File: src/rtl/fsm_pkg.sv
// Shared FSM types and helpers.
// Used by the debounce block and later FSM blocks.
package fsm_pkg;

  // A set bit 1 means the accepted level is high.
  typedef enum logic [1:0] {
    STABLE_LO = 2'b00,
    WAIT_HI   = 2'b01,
    STABLE_HI = 2'b11,
    WAIT_LO   = 2'b10
  } db_state_t;

  function automatic logic db_level(
    input db_state_t s
  );
    return s[1];
  endfunction

  function automatic logic db_busy(
    input db_state_t s
  );
    return s[1] ^ s[0];
  endfunction

endpackage

File: src/rtl/sync_ff.sv
// N-stage flop synchronizer.
// Clears to zero on reset.
module sync_ff #(
  parameter int N = 2
) (
  input  logic clk,
  input  logic reset,
  input  logic d,
  output logic q
);

  logic [N-1:0] r_sync;

  always_ff @(posedge clk or negedge reset) begin
    if (!reset) begin
      r_sync <= '0;
    end else begin
      r_sync <= {r_sync[N-2:0], d};
    end
  end

  assign q = r_sync[N-1];

endmodule

File: src/rtl/debounce_sync.sv
// Synchronizer plus Moore debounce FSM.
// Output moves only after a run of equal samples.
module debounce_sync #(
  parameter  int SYNC_STAGES     = 2,
  parameter  int DEBOUNCE_CYCLES = 4,
  localparam int CNT_W           = $clog2(DEBOUNCE_CYCLES)
) (
  input  logic clk,
  input  logic reset,
  input  logic din,
  output logic dout,
  output logic busy
);

  import fsm_pkg::*;

  localparam logic [CNT_W-1:0] CNT_ONE = CNT_W'(1);
  localparam logic [CNT_W-1:0] CNT_MAX = CNT_W'(DEBOUNCE_CYCLES - 1);

  logic             w_s;
  db_state_t        r_state;
  db_state_t        w_state_nxt;
  logic [CNT_W-1:0] r_cnt;
  logic [CNT_W-1:0] w_cnt_nxt;

  sync_ff #(
    .N (SYNC_STAGES)
  ) u_sync (
    .clk   (clk),
    .reset (reset),
    .d     (din),
    .q     (w_s)
  );

  always_ff @(posedge clk or negedge reset) begin
    if (!reset) begin
      r_state <= STABLE_LO;
      r_cnt   <= '0;
    end else begin
      r_state <= w_state_nxt;
      r_cnt   <= w_cnt_nxt;
    end
  end

  // Any reversal while waiting drops back and restarts from zero.
  always_comb begin
    w_state_nxt = r_state;
    w_cnt_nxt   = '0;
    case (r_state)
      STABLE_LO: begin
        if (w_s) begin
          w_state_nxt = WAIT_HI;
          w_cnt_nxt   = CNT_ONE;
        end
      end
      WAIT_HI: begin
        if (!w_s) begin
          w_state_nxt = STABLE_LO;
        end else if (r_cnt == CNT_MAX) begin
          w_state_nxt = STABLE_HI;
        end else begin
          w_cnt_nxt = r_cnt + 1'b1;
        end
      end
      STABLE_HI: begin
        if (!w_s) begin
          w_state_nxt = WAIT_LO;
          w_cnt_nxt   = CNT_ONE;
        end
      end
      WAIT_LO: begin
        if (w_s) begin
          w_state_nxt = STABLE_HI;
        end else if (r_cnt == CNT_MAX) begin
          w_state_nxt = STABLE_LO;
        end else begin
          w_cnt_nxt = r_cnt + 1'b1;
        end
      end
      default: begin
        w_state_nxt = STABLE_LO;
      end
    endcase
  end

  assign dout = db_level(r_state);
  assign busy = db_busy(r_state);

endmodule
File: config.mk
export PLATFORM = sky130hd
export DESIGN_NAME = debounce_sync
export DESIGN_NICKNAME = d
export VERILOG_FILES = /design/src/rtl/fsm_pkg.sv /design/src/rtl/sync_ff.sv /design/src/rtl/debounce_sync.sv
export SDC_FILE = /design/constraint.sdc
export NUM_CORES = 1
export LEC_CHECK = 0
export CAP_MARGIN = 20
export CORE_AREA = 2 2 39 41
export DETAILED_ROUTE_END_ITERATION = 12
export DIE_AREA = 0 0 41 43
export MAX_ROUTING_LAYER = met4
export SLEW_MARGIN = 20
export SYNTH_ARGS = -nofsm -noshare
export SYNTH_HDL_FRONTEND = slang
export SYNTH_SLANG_ARGS = --single-unit
File: constraint.sdc
create_clock -name clk -period 1.3 [get_ports clk]
set_input_delay 0.26 -clock clk [delete_from_list [all_inputs] [get_ports clk]]
set_output_delay 0.26 -clock clk [all_outputs]
set_load 0.02 [all_outputs]
==> summary.txt <==
Die
  • Die X-Extent: 41 um
  • Chip height: 43 um
  • Core box area: 1380 um^2
  • Number of rows in the core area: 14
  • Die footprint: 1760 um^2
  • Starting utilization of the core area: 0.238
  • Boundary Pins: 5

CTS
  • TritonCTS clock tree: built
  • Buffers from clock root to sink, at most: 2
  • Worst skew pair latency: 0.24 ns
  • Depth of the CTS H-tree: 1
  • Number of buffers added by the clock tree synthesis step: 3
  • Clock transition time at the flip-flop clock pins of the worst setup and hold paths: 0.05 ns
  • Root cell of the clock tree: sky130_fd_sc_hd__clkbuf_4
  • Number of sinks driven by the clock tree: 6

Timing
  • Final Hold Fails: 0
  • RSZ-0062 raised after global routing: yes
  • Fin. max-slew vios: 0
  • Fin Hold WS: 0.260 ns
  • Actual slew at the worst max-slew pin: 0.274 ns
  • Final setup margin: -0.141 ns
  • Ratio of final minimum period to clock period: 1.11
  • Sum of negative setup slack: -0.454 ns
  • Minimum clock period after layout: 1.44 ns
  • Worst relative slew slack: 0.817
  • FMAX: 694 MHz
  • Max Clock Skew: 0.00730 ns
  • Setup-failing EPs final: 5

Routing
  • Number of optimization iterations in the first detailed-route pass: 1
  • Total via count in the routed design: 251
  • Avg Vias per Cell: 4.33
  • Routed wire length per instance: 12.0 um
  • First-iteration detailed-routing DRC count: 0
  • Final routed wirelength across all metal layers: 694 um
  • Number of remaining DRC errors: 0
  • Antenna-violating nets left: 0

Logic synthesis
  • Post-synthesis cell count: 26
  • Syn avg cell area: 12.7 um^2
  • Biggest area contributors in the synthesized netlist: sky130_fd_sc_hd__dfrtp_1 46%, sky130_fd_sc_hd__ha_1 23%, sky130_fd_sc_hd__mux2_1 6.8%, sky130_fd_sc_hd__mux2i_1 6.1%, sky130_fd_sc_hd__inv_1 3.4%
  • Number of distinct library cell variants in the gate-level netlist after synthesis: 12
  • Share of Yosys cell area claimed by the top area cell type: 0.456
  • Portion of the post-synthesis area used by sequential elements: 0.456
  • Register bit count reported by yosys: 6
  • Top cell type by total area after synthesis: sky130_fd_sc_hd__dfrtp_1
  • Post-Synthesis Cell Area: 329 um^2
  • Net count of the mapped netlist: 35
  • Synthesis Warnings: 0

Layout
  • N_diodes: 0
  • Area overhead of the layout relative to synthesis: 70.7%
  • Number of nets in the layout: 52
  • Layout cells sized above 1: 0.595
  • Post-Route Utilization: 0.406

Worst setup path
  • Required @ worst endpoint: 1.41 ns
  • Worst R2R Path Depth: 5
  • Maximum cell stage delay along the critical path: 0.42 ns
  • Category of the worst setup path capture point: register
  • Register-to-register setup slack: -0.14 ns
  • Count of buffer and inverter cells on the critical path: 1
  • Max FO, Critical Path: 4
  • Arrival time of data at the critical path endpoint: 1.56 ns
  • Gate family responsible for the most delay along the worst path: multiplexers
  • Series of cell instances along the critical path: buf_6 -> ha_4 -> mux2i_4 -> o21ai_2 -> mux2_4
  • Logic depth of the worst setup path including buffers: 5
  • Startpoint Class: register
  • Slowest stage cell on the critical path: sky130_fd_sc_hd__dfrtp_2
  • Type of the worst setup path: reg2reg

Global routing
  • Largest net degree at the start of global routing: 7
  • Total congestion overflow: 0
  • Wire length of the first global-routing pass: 1240 um
  • Global routing usage summed across all routing layers: 0.110
  • Initial antenna violation count: 0
  • Via count of the first global-routing pass: 306

Power
  • Pint: 0.856 mW
  • Largest vdd supply drop: 0.921 mV
  • Part of the total power dissipated in sequential elements: 0.212
  • Leak pwr: 0.249 nW
  • Share of total power in combinational logic: 0.655
  • Clock power share: 0.133
  • Power density relative to cell area: 2410 nW/um^2
  • Reported net switching power: 0.496 mW
  • Switching portion of total power: 0.367

Placed design
  • I/O Buffers: 4
  • Final weighted congestion in routability-driven placement: 0.791

Run status
  • Violations in the final reports: setup timing
  • Outcome: complete, but fails checks

Flow run
  • Max-cap viol count: 0

Min path
  • Class of the worst hold path: in2async
## cells in the mapped netlist (all sizes together)
cell / count
a21oi: 1
dfrtp: 6
ha: 6
inv: 3
mux2: 3
mux2i: 2
nand2: 1
nor3b: 1
o21ai: 2
o32ai: 1
## layout make-up
type | count | area (um^2)
fill | 131 | 822
multi-input combinational | 17 | 243
sequential | 6 | 151
timing repair buffer | 12 | 108
clock buffer | 4 | 26.3
tap | 16 | 20.0
inverter | 3 | 13.8
## cell usage in the layout, fill, tap and decap left out, drive strengths merged
cell / netlist / layout
a21oi: 1 / 1
buf: 0 / 9
clkbuf: 0 / 4
clkdlybuf4s50: 0 / 2
dfrtp: 6 / 6
dlygate4sd2: 0 / 1
ha: 6 / 6
inv: 3 / 3
mux2: 3 / 3
mux2i: 2 / 2
nand2: 1 / 1
nor3b: 1 / 1
o21ai: 2 / 2
o32ai: 1 / 1
## metal layers
layer / wire [um] / share of wire / global-route usage
met5: 0 / 0 / -
met4: 0 / 0 / 0.0600
met3: 12 / 0.017 / 0.0157
met2: 393 / 0.57 / 0.169
met1: 288 / 0.41 / 0.133
## logic make-up (layout without fill, tap and decap cells)
| group | count (synthesis) | in the layout | synth area share |
|---|---|---|---|
| AO/OA/AOI/OAI | 4 | 4 | 0.0836 |
| adder cells (fa/ha/maj) | 6 | 6 | 0.228 |
| buffers and inverters | 3 | 19 | 0.0342 |
| flip-flops | 6 | 6 | 0.456 |
| multiplexers | 5 | 5 | 0.163 |
| AND/OR/NAND/NOR | 2 | 2 | 0.0342 |
## through the flow
stage               instance area, um^2  power, mW  std cells  setup slack, ns
floorplan                           373      0.750         26          -0.0782
global placement                    485      0.972         53           -0.211
detailed placement                  485       1.01         53           -0.211
CTS                                 562       1.36         58           -0.133
global route                        562       1.47         58           -0.179
finish                              562       1.35         58           -0.141
## power groups by stage
| stage | sequential, mW | clock (mW) | combinational (mW) |
|---|---|---|---|
| 2_1_floorplan | 0.320 | 0 | 0.430 |
| 3_5_place_dp | 0.287 | 0 | 0.723 |
| 6_report | 0.287 | 0.179 | 0.885 |
| 4_1_cts | 0.287 | 0.186 | 0.883 |
| 3_3_place_gp | 0.284 | 0 | 0.688 |
| 5_1_grt | 0.291 | 0.207 | 0.968 |
## sequential cells by signal, indices dropped and copies added (netlist names)
| register | count |
|---|---|
| r_state | 2 |
| u_sync.r_sync | 2 |
| r_cnt | 2 |
## final timing paths
check                            startpoint          endpoint
min in group clk           u_sync.r_sync[0]  u_sync.r_sync[1]
hold reg to reg            u_sync.r_sync[0]  u_sync.r_sync[1]
setup reg to reg                 r_state[1]        r_state[0]
setup / recovery                 r_state[1]        r_state[0]
max in group asynchronous             reset        r_state[1]
hold / removal                        reset          r_cnt[1]
## timing repair
action | 4_1_cts | 5_1_grt
hold buffers | 0 | 0
gates resized for setup | 15 | 0
endpoints found under the hold margin | 0 | 0
pin swaps | 4 | 0
buffers inserted | 1 | 0
endpoints found under the setup margin | 5 | 6
Power figures use the tool's default switching activity.
